--- src/rtl/ex_muldiv_unit.sv ---
// RV32M execute unit: single-cycle-issue 33x33 multiplier and
// radix-2 restoring divider, one operation in flight at a time.
module ex_muldiv_unit #(
    parameter int XLEN      = 32,
    parameter int DIV_ITERS = 32
) (
    input  logic            clk,
    input  logic            rst,
    input  logic            in_valid_i,
    output logic            in_ready_o,
    input  logic [2:0]      funct3_i,
    input  logic [XLEN-1:0] rs1_data_i,
    input  logic [XLEN-1:0] rs2_data_i,
    input  logic [4:0]      rd_addr_i,
    input  logic            flush_i,
    output logic            busy_o,
    output logic            out_valid_o,
    output logic [XLEN-1:0] result_o,
    output logic [4:0]      out_rd_addr_o
);

    typedef enum logic [1:0] {
        S_IDLE,
        S_MUL,
        S_DIV,
        S_DONE
    } state_t;

    state_t      r_state;
    state_t      w_next;

    logic [1:0]  r_f3;
    logic [4:0]  r_rd;
    logic [32:0] r_a;
    logic [32:0] r_b;
    logic [31:0] r_quot;
    logic [31:0] r_rem;
    logic [31:0] r_dvs;
    logic [4:0]  r_cnt;
    logic        r_neg_q;
    logic        r_neg_r;
    logic [31:0] r_result;
    logic [4:0]  r_out_rd;

    logic        w_accept;
    logic        w_sgn;
    logic        w_div0;
    logic        w_ovf;
    logic        w_special;
    logic        w_a_neg;
    logic        w_b_neg;
    logic [31:0] w_a_mag;
    logic [31:0] w_b_mag;
    logic [31:0] w_spec_res;
    logic        w_a_sx;
    logic        w_b_sx;
    logic [63:0] w_ax;
    logic [63:0] w_bx;
    logic [63:0] w_prod;
    logic [31:0] w_mul_res;
    logic [32:0] w_shift;
    logic        w_ge;
    logic [31:0] w_sub;
    logic [31:0] w_rem_nx;
    logic [31:0] w_q_fin;
    logic [31:0] w_div_res;
    logic        w_div_last;

    assign in_ready_o  = (r_state == S_IDLE) && !rst && !flush_i;
    assign w_accept    = in_valid_i && in_ready_o;
    assign busy_o      = (r_state != S_IDLE);
    assign out_valid_o = (r_state == S_DONE) && !flush_i && !rst;
    assign result_o      = r_result;
    assign out_rd_addr_o = r_out_rd;

    // Divide operand preparation and the two architecturally defined corner cases
    assign w_sgn     = ~funct3_i[0];
    assign w_div0    = (rs2_data_i == 32'h0);
    assign w_ovf     = w_sgn && (rs1_data_i == 32'h8000_0000)
                       && (rs2_data_i == 32'hFFFF_FFFF);
    assign w_special = w_div0 || w_ovf;
    assign w_a_neg   = w_sgn && rs1_data_i[31];
    assign w_b_neg   = w_sgn && rs2_data_i[31];
    assign w_a_mag   = w_a_neg ? (32'h0 - rs1_data_i) : rs1_data_i;
    assign w_b_mag   = w_b_neg ? (32'h0 - rs2_data_i) : rs2_data_i;

    // Divide-by-zero beats overflow; REM variants select the remainder form
    always_comb begin
        w_spec_res = 32'h0;
        if (w_div0) begin
            w_spec_res = funct3_i[1] ? rs1_data_i : 32'hFFFF_FFFF;
        end else begin
            w_spec_res = funct3_i[1] ? 32'h0 : 32'h8000_0000;
        end
    end

    // Multiplier: operands carried as 33-bit values so one signed multiply covers all four ops
    assign w_a_sx    = (funct3_i == 3'b001) || (funct3_i == 3'b010);
    assign w_b_sx    = (funct3_i == 3'b001);
    assign w_ax      = {{31{r_a[32]}}, r_a};
    assign w_bx      = {{31{r_b[32]}}, r_b};
    assign w_prod    = w_ax * w_bx;
    assign w_mul_res = (r_f3 == 2'b00) ? w_prod[31:0] : w_prod[63:32];

    // One restoring step: shift in next dividend bit, subtract if it fits
    assign w_shift    = {r_rem, r_quot[31]};
    assign w_ge       = (w_shift >= {1'b0, r_dvs});
    assign w_sub      = w_shift[31:0] - r_dvs;
    assign w_rem_nx   = w_ge ? w_sub : w_shift[31:0];
    assign w_q_fin    = {r_quot[30:0], w_ge};
    assign w_div_last = (r_cnt == 5'(DIV_ITERS - 1));

    // Sign fix-up of the final quotient/remainder
    always_comb begin
        w_div_res = 32'h0;
        if (r_f3[1]) begin
            w_div_res = r_neg_r ? (32'h0 - w_rem_nx) : w_rem_nx;
        end else begin
            w_div_res = r_neg_q ? (32'h0 - w_q_fin) : w_q_fin;
        end
    end

    // State register
    always_ff @(posedge clk) begin
        if (rst) begin
            r_state <= S_IDLE;
        end else begin
            r_state <= w_next;
        end
    end

    // Next-state logic; flush returns to IDLE from anywhere
    always_comb begin
        w_next = r_state;
        if (flush_i) begin
            w_next = S_IDLE;
        end else begin
            unique case (r_state)
                S_IDLE: begin
                    if (w_accept) begin
                        if (!funct3_i[2]) begin
                            w_next = S_MUL;
                        end else if (w_special) begin
                            w_next = S_DONE;
                        end else begin
                            w_next = S_DIV;
                        end
                    end
                end
                S_MUL:  w_next = S_DONE;
                S_DIV:  w_next = w_div_last ? S_DONE : S_DIV;
                S_DONE: w_next = S_IDLE;
                default: w_next = S_IDLE;
            endcase
        end
    end

    // Datapath: latch on accept, iterate, capture result on entry to DONE
    always_ff @(posedge clk) begin
        if (rst) begin
            r_f3     <= 2'b0;
            r_rd     <= 5'b0;
            r_a      <= 33'b0;
            r_b      <= 33'b0;
            r_quot   <= 32'b0;
            r_rem    <= 32'b0;
            r_dvs    <= 32'b0;
            r_cnt    <= 5'b0;
            r_neg_q  <= 1'b0;
            r_neg_r  <= 1'b0;
            r_result <= 32'b0;
            r_out_rd <= 5'b0;
        end else begin
            if (w_accept) begin
                r_f3    <= funct3_i[1:0];
                r_rd    <= rd_addr_i;
                r_a     <= {w_a_sx & rs1_data_i[31], rs1_data_i};
                r_b     <= {w_b_sx & rs2_data_i[31], rs2_data_i};
                r_quot  <= w_a_mag;
                r_dvs   <= w_b_mag;
                r_rem   <= 32'b0;
                r_cnt   <= 5'b0;
                r_neg_q <= w_a_neg ^ w_b_neg;
                r_neg_r <= w_a_neg;
                if (funct3_i[2] && w_special) begin
                    r_result <= w_spec_res;
                    r_out_rd <= rd_addr_i;
                end
            end
            if (r_state == S_MUL && !flush_i) begin
                r_result <= w_mul_res;
                r_out_rd <= r_rd;
            end
            if (r_state == S_DIV) begin
                r_quot <= w_q_fin;
                r_rem  <= w_rem_nx;
                r_cnt  <= r_cnt + 5'd1;
                if (w_div_last && !flush_i) begin
                    r_result <= w_div_res;
                    r_out_rd <= r_rd;
                end
            end
        end
    end

endmodule

--- config.mk ---
export PLATFORM = sky130hd
export DESIGN_NAME = ex_muldiv_unit
export DESIGN_NICKNAME = d
export VERILOG_FILES = /design/src/rtl/ex_muldiv_unit.sv
export SDC_FILE = /design/constraint.sdc
export NUM_CORES = 2
export LEC_CHECK = 0
export CORE_ASPECT_RATIO = 1.5
export CORE_MARGIN = 5
export CORE_UTILIZATION = 60
export DETAILED_ROUTE_END_ITERATION = 8
export PLACE_DENSITY = 0.77
export SKIP_LAST_GASP = 1
export SYNTH_ARGS = -nofsm -noshare
export SYNTH_HDL_FRONTEND = slang
export SYNTH_SLANG_ARGS = --single-unit
export TNS_END_PERCENT = 30
--- constraint.sdc ---
create_clock -name clk -period 11.6 [get_ports clk]
set_clock_uncertainty 0.1 [all_clocks]
set_input_delay 2.32 -clock clk [delete_from_list [all_inputs] [get_ports clk]]
set_output_delay 2.32 -clock clk [all_outputs]
set_load 0.005 [all_outputs]
==> out/metrics.yaml <==
status:
  run_status: "completed"
floorplanning:
  start_util_pct: 60.5
  pin_count: 116
  dieWidth_um: 253
  fp-row-count: 133
  coreArea_um2: 87900
  die_h_um: 375
  die-area_um2: 94800
finish:
  fin_util_pct: 63.6
  nNetsFinal: 7546
  antennaDiodeCount: 0
  drive_gt1_share_pct: 3.13
  area_growth_pct: 5.17
clock_tree:
  insertion_delay_ns: 0.56
  clkTransAtPathRegs_ns: 0.07
  cts_root_buffer: "clkbuf_16"
  cts_buffer_depth: 3
  cts_made_buffers: 24
  ctsResizeCount: 0
  htreeDepth: 1
  holdBufCountCts: 0
  post-cts-setup-buffers: 0
  cts_tree: "done"
  cts_num_sinks: 214
placement:
  numPortBuffers: 115
  place.gp.congestion: 1.09
  place_ws_ns: 2.63
  hpwlAfterDp_um: 132000
sta:
  period_minus_slack_ns: 9.09
  fin_ws_ns: 2.51
  hold_violations: 0
  finalSetupTns_ns: 0
  fin_crit_sh_pct: 78.4
  rsz0062_at_grt: "false"
  setup_viol: 0
  max_slew_margin_pct: 17.9
  slew_viol_final: 0
  tightest_slew_ns: 1.23
  max_freq_mhz: 110
route:
  first_iter_violations: 3454
  viasPerCell: 6.01
  vias: 43600
  routedWlPerCell_um: 22.5
  drc: 0
  wl_um: 163000
  first_pass_iters: 5
  detail-route-antenna-nets: 0
synthesis:
  seq_area_frac_synth_pct: 8.06
  async_flop_share_pct: 0
  synth_edf_count: 0
  yosysWarnings: 0
  synth_top_area_share_pct: 42.4
  synth_cells: 6229
  synth_cell_types: 101
  yosysTopAreaCell: "fa_1"
  synth_ff_type: "dfxtp_1"
  syn-num-nets: 7687
  syn_area_per_cell_um2: 8.54
  ys_ff_latch: 214
  synth_area_leaders: "fa_1 42%, inv_1 8.2%, dfxtp_1 8.1%, and2_1 6.4%, nand2_1 6.1%"
  syn_area_um2: 53200
global_routing:
  grt-ovfl-total: 0
  grt_pass1_wl_um: 257000
  antenna_found_initial: 4
  grt_max_degree: 98
  track_usage_pct: 34.7
  grt_pass1_vias: 46600
power_and_ir_drop:
  power_w: 0.00435
  ir_worst_vdd_mv: 0.181
  power.density_nw_per_um2: 77.9
  cellLeakagePower_nw: 27.2
setup_path:
  critPathLaunchType: "register"
  critPathKind: "register to register"
  arrival_ns: 9.43
  cp-end-kind: "register"
  cp.required_ns: 11.93
  crit_fanout: 18
hold_path:
  worstHoldPathType: "register to register"
job:
  cap_violations: 0
==> power by group <==
group / switching [W] / internal [W] / leakage (nW) / total, W
logic: 0.00172 / 0.000872 / 25.0 / 0.00259
clock network: 0.000378 / 0.000552 / 0.449 / 0.000930
registers: 0.0000589 / 0.000775 / 1.74 / 0.000834
==> cells in the final DEF (no fill, tap or decap), types with 8 or more instances in the layout <==
cell             netlist  routed
xor2_1                84      84
a311oi_1              14      14
o21a_1                25      25
nor4_1                21      21
and3_1                38      37
o31ai_1               25      25
nand3_1               43      43
a21oi_1              297     297
nor2_1               274     271
a21o_1                47      47
o21ai_0              153     153
a211oi_1              80      80
mux2i_1               22      22
clkbuf_16              0      25
dfxtp_1              214     212
o41ai_1               11      11
fa_1                1126    1126
or3_1                 34      34
o21bai_1              19      19
nand2_1              861     860
or4_1                 16      16
inv_1               1156    1156
buf_4                  3      88
clkdlybuf4s50_1        0     114
nor2b_1               41      41
and2_1               548     548
nand2b_1              22      22
nand4_1               21      21
ha_1                 256     255
xnor2_1              116     116
a211o_1               10      10
o211ai_1              34      34
or2_2                  8       8
nor3_1                56      55
a31oi_1               42      42
==> path summary, 6_finish.rpt <==
check	from	endpoint	slack [ns]	depth (start not counted)
worst max-delay path	r_a[2]$_SDFFE_PP0P_	result_o[26]$_SDFF_PP0_	2.51	26
worst min register to register	r_dvs[22]$_SDFFE_PP0P_	r_dvs[22]$_SDFFE_PP0P_	0.35	2
worst min-delay path	r_dvs[22]$_SDFFE_PP0P_	r_dvs[22]$_SDFFE_PP0P_	0.35	2
worst max register to register	r_a[2]$_SDFFE_PP0P_	result_o[26]$_SDFF_PP0_	2.51	26
==> cell families (layout without fill, tap and decap cells) <==
family	count (synthesis)	after routing	synth area share (%)
xor+xnor	200	200	3.29
fa+ha+maj	1382	1382	48.4
flops	214	214	8.06
simple gates	2018	2018	18.4
mux	25	25	0.478
buf+inv	1529	1406	10.9
compound gates	861	861	10.4
==> stage by stage <==
step                      cell area [um2]  hold WS, ns  std cells
after floorplan                     53200        0.332       6229
after global placement              55000        0.340       7209
after detailed placement            55000        0.344       7209
after CTS                           55900        0.353       7253
after global routing                55900        0.366       7253
final                               55900        0.352       7253
==> routing by layer <==
metal  routed length (um)  up-vias  global-route usage [%]  share of wire [%]
met2                82800     1966                    60.7                 51
li1                     -    18800                       -                  -
met5                   37        -                       0              0.023
met3                10500      802                    4.80                6.4
met4                16800        6                    26.5                 10
met1                53300    22000                    37.8                 33
==> synth_stat cells (10+ instances only) <==
master and number:
a211o_1 10, a211oi_1 80, a21o_1 47, a21oi_1 297, a311oi_1 14, a31oi_1 42, and2_1 548, and3_1 38
buf_1 10, clkbuf_1 344, dfxtp_1 214, fa_1 1126, ha_1 256, inv_1 1156, mux2i_1 22, nand2_1 861
nand2b_1 22, nand3_1 43, nand4_1 21, nor2_1 274, nor2b_1 41, nor3_1 56, nor4_1 21, o211ai_1 34
o21a_1 25, o21ai_0 153, o21bai_1 19, o31ai_1 25, o41ai_1 11, or3_1 34, or4_1 16, xnor2_1 116
xor2_1 84
==> final cells by class <==
cell class                      count  area, um2
Tap cell                         1147       1440
Timing Repair Buffer              203       1810
Fill cell                        7521      31900
Clock inverter                     15        260
Inverter                         1159       4350
Clock buffer                       29        671
Sequential cell                   214       4290
Multi-Input combinational cell   4486      43100
==> sequential cells by signal, summed over array words and instances, names as in the netlist <==
| name | flops |
|---|---|
| r_cnt | 5 |
| r_rem | 32 |
| result_o | 32 |
| r_quot | 32 |
| out_rd_addr_o | 5 |
| r_state | 2 |
| r_neg_q | 1 |
| r_dvs | 31 |
| r_f3 | 2 |
| r_rd | 5 |
| r_neg_r | 1 |
| r_a | 33 |
| r_b | 33 |
==> critical path, cell delays in order, from the launching register on <==
cell       delay, ns
dfxtp_1         0.99
buf_4           0.39
nand2_1         0.12
fa_1            0.50
fa_1            0.49
inv_1           0.05
fa_1            0.52
fa_1            0.45
fa_1            0.54
fa_1            0.47
fa_1            0.52
inv_1           0.08
fa_1            0.48
inv_1           0.04
ha_1            0.37
and3_1          0.23
and2_1          0.18
a21oi_1         0.17
o221ai_1        0.16
a21o_1          0.21
a21oi_1         0.38
a311oi_1        0.26
a21boi_0        0.55
nand3_1         0.15
o31ai_1         0.09
a211oi_1        0.12
a2111oi_2       0.35
(Power assumes the default switching activity.)
==> variant (same flow settings) <==
Reset style: asynchronous (`rst`), changed in 2 clocked blocks.
--- a/src/rtl/ex_muldiv_unit.sv
+++ b/src/rtl/ex_muldiv_unit.sv
@@ -123,3 +123,3 @@
     // State register
-    always_ff @(posedge clk) begin
+    always_ff @(posedge clk or posedge rst) begin
         if (rst) begin
@@ -158,3 +158,3 @@
     // Datapath: latch on accept, iterate, capture result on entry to DONE
-    always_ff @(posedge clk) begin
+    always_ff @(posedge clk or posedge rst) begin
         if (rst) begin
Behaviour: not the same (Yosys sat finds a counterexample within 4 cycles, from zero or initial values and one cycle with rst high; the reset may be asserted at any time).
==> variant against the unedited design <==
Core utilization up 0.071 points; synthesized area hardly changed; sequential cell count is the same; first-iteration DRC count shrank 8.8%; wire length is 5.6% lower; worst hold slack gained 0.023 ns; global-route usage shrank 1.6 points; worst setup slack got worse by 0.37 ns; cell area grew 0.11%; cell count fell by 1.9%; non-clock buffer count is 2 higher; critical path type unchanged.
Power is not shown: default switching activity piles up to over one toggle a cycle in this logic, so the estimate is an artifact.
==> variant: results (changes against the unedited design) <==
outcome - completed
All-Layer GR Usage - 33.1% (-1.6 points)
Post-synth EDFFs - 0 (unchanged)
first-pass GRT wire length - 247,000 um (-3.9%)
Post-CTS Setup Inserts - 0 (unchanged)
synth top area cells - fa_1, dfrtp_1, inv_1, nand2_1, and2_1
vias in the first global route - 46,000 (-1.4%)
Hold WC Path Type - register to register
largest registers - r_a (33), r_b (33)
worst skew pair latency - 0.58 ns (+0.02 ns)
Port Buffers - 115 (unchanged)
startpoint types - register
ratio of cells with drive above 1 in the final layout - 2.86% (-0.26 points)
Post-synth top cells - inv_1, fa_1, nand2_1, and2_1, clkbuf_1
critical path arrival - 9.78 ns (+0.35 ns)
Clock Tree Buf Depth - 3 (unchanged)
final WL - 154,000 um (-5.6%)
reg2reg start - r_b[8]$_DFFE_PP0P_
hold depth - 2 (unchanged)
final net count - 7,411 (-1.8%)
Netlist cell types - 82 (-19%)
Initial DRT Pass Iterations - 6 (+1)
CTS resizes - 0 (unchanged)
Clock Pin Slew Worst Setup and Hold Paths - 0.07 ns (about the same)
cts bufs inserted - 23 (-4.2%)
Reg2Reg Depth - 26 (unchanged)
post-DP HPWL - 125,000 um (-4.9%)
fillers - 7,321 (-2.7%)
Post-synth top flop - dfrtp_1
ys async rst share - 100% (+100 points)
CTS Root Cell - clkbuf_16
Final GP Congestion - 0.985 (-9.2%)
syn nets - 7,519 (-2.2%)
HP Start - r_a[6]$_DFFE_PP0P_
antenna violations before repair - 5 (+1)
pin count of the biggest net entering global routing - 112 (+14%)
CTS H-tree depth - 1 (unchanged)
synth warn - 0 (unchanged)
worst-path maximum fanout - 34 (+16)
Initial DRC Count - 3,149 (-8.8%)
worst slew pin tran - 1.37 ns (+0.141 ns)
Seq/Total Area, Yosys - 10.1% (+2.0 points)
vias - 42,100 (-3.4%)
==> variant: cell types whose count changed after synthesis, moves of 18 or more <==
cell,before,now
and3_1,38,14
dfrtp_1,0,214
a211oi_1,80,37
nand2_1,861,1012
a21oi_1,297,184
or3_1,34,15
a31oi_1,42,20
clkbuf_1,344,322
nor2b_1,41,65
nor2_1,274,151
o311ai_0,3,21
dfxtp_1,214,0
o21ai_0,153,207
mux2i_1,22,52
==> variant: kinds of logic after synthesis <==
group	share of synthesized area, %
AOI/OAI and AO/OA	8.17
xor gates and xnor gates	3.52
adders and majority gates	48.4
buffers and inverters	10.6
DFF	10.1
muxes	1.06
and+or+nand+nor	18.2
==> variant: worst max-delay path, stage by stage, from the launching register on <==
cell      delay (ns)
dfrtp_1         1.26
and2_1          0.28
fa_1            0.42
inv_1           0.26
fa_1            0.51
inv_1           0.21
fa_1            0.49
fa_1            0.69
inv_1           0.35
fa_1            0.58
inv_1           0.06
fa_1            0.50
fa_1            0.52
inv_1           0.05
fa_1            0.48
inv_1           0.05
ha_1            0.40
nand3_1         0.11
nor3_1          0.19
nor4b_1         0.28
a21oi_1         0.16
o21ai_0         0.40
nor4b_1         0.11
nor3_1          0.26
mux2_2          0.36
nor3_1          0.15
a211oi_1        0.07
==> variant: through the flow <==
stage / instances / hold WS (ns) / setup slack [ns] / cell area, um2
2_1_floorplan: 6061 / 0.346 / 3.33 / 53200
3_3_place_gp: 7075 / 0.358 / 2.29 / 55200
3_5_place_dp: 7075 / 0.362 / 1.96 / 55200
4_1_cts: 7116 / 0.381 / 1.97 / 56000
5_1_grt: 7117 / 0.394 / 1.63 / 56000
6_report: 7117 / 0.376 / 2.14 / 56000
==> variant: cell type report <==
type	instances	share of cell area, %
diodes	1	0.00447
clock buffers	29	1.12
clock inverters	12	0.284
inverters	1158	7.78
multi-input cells	4351	75.4
flip-flops and latches	214	9.57
well taps	1147	2.56
repair buffers	205	3.26
==> variant: final timing paths <==
check	to	slack, ns
max	result_o[29]$_DFF_PP0_	2.14
min	r_a[6]$_DFFE_PP0P_	0.38
max reg2reg	result_o[29]$_DFF_PP0_	2.14
min reg2reg	r_a[6]$_DFFE_PP0P_	0.38
max in group asynchronous	r_quot[2]$_DFFE_PP0P_	7.70
min in group asynchronous	r_cnt[0]$_DFFE_PP0P_	2.27
==> variant: layer usage <==
metal	global-route usage, %	up-vias	part of all wire [%]
met3	3.83	700	6.1
met2	59.5	1946	52
met4	21.5	4	8.6
li1	-	18100	-
met5	0	-	0.022
met1	36.8	21300	33
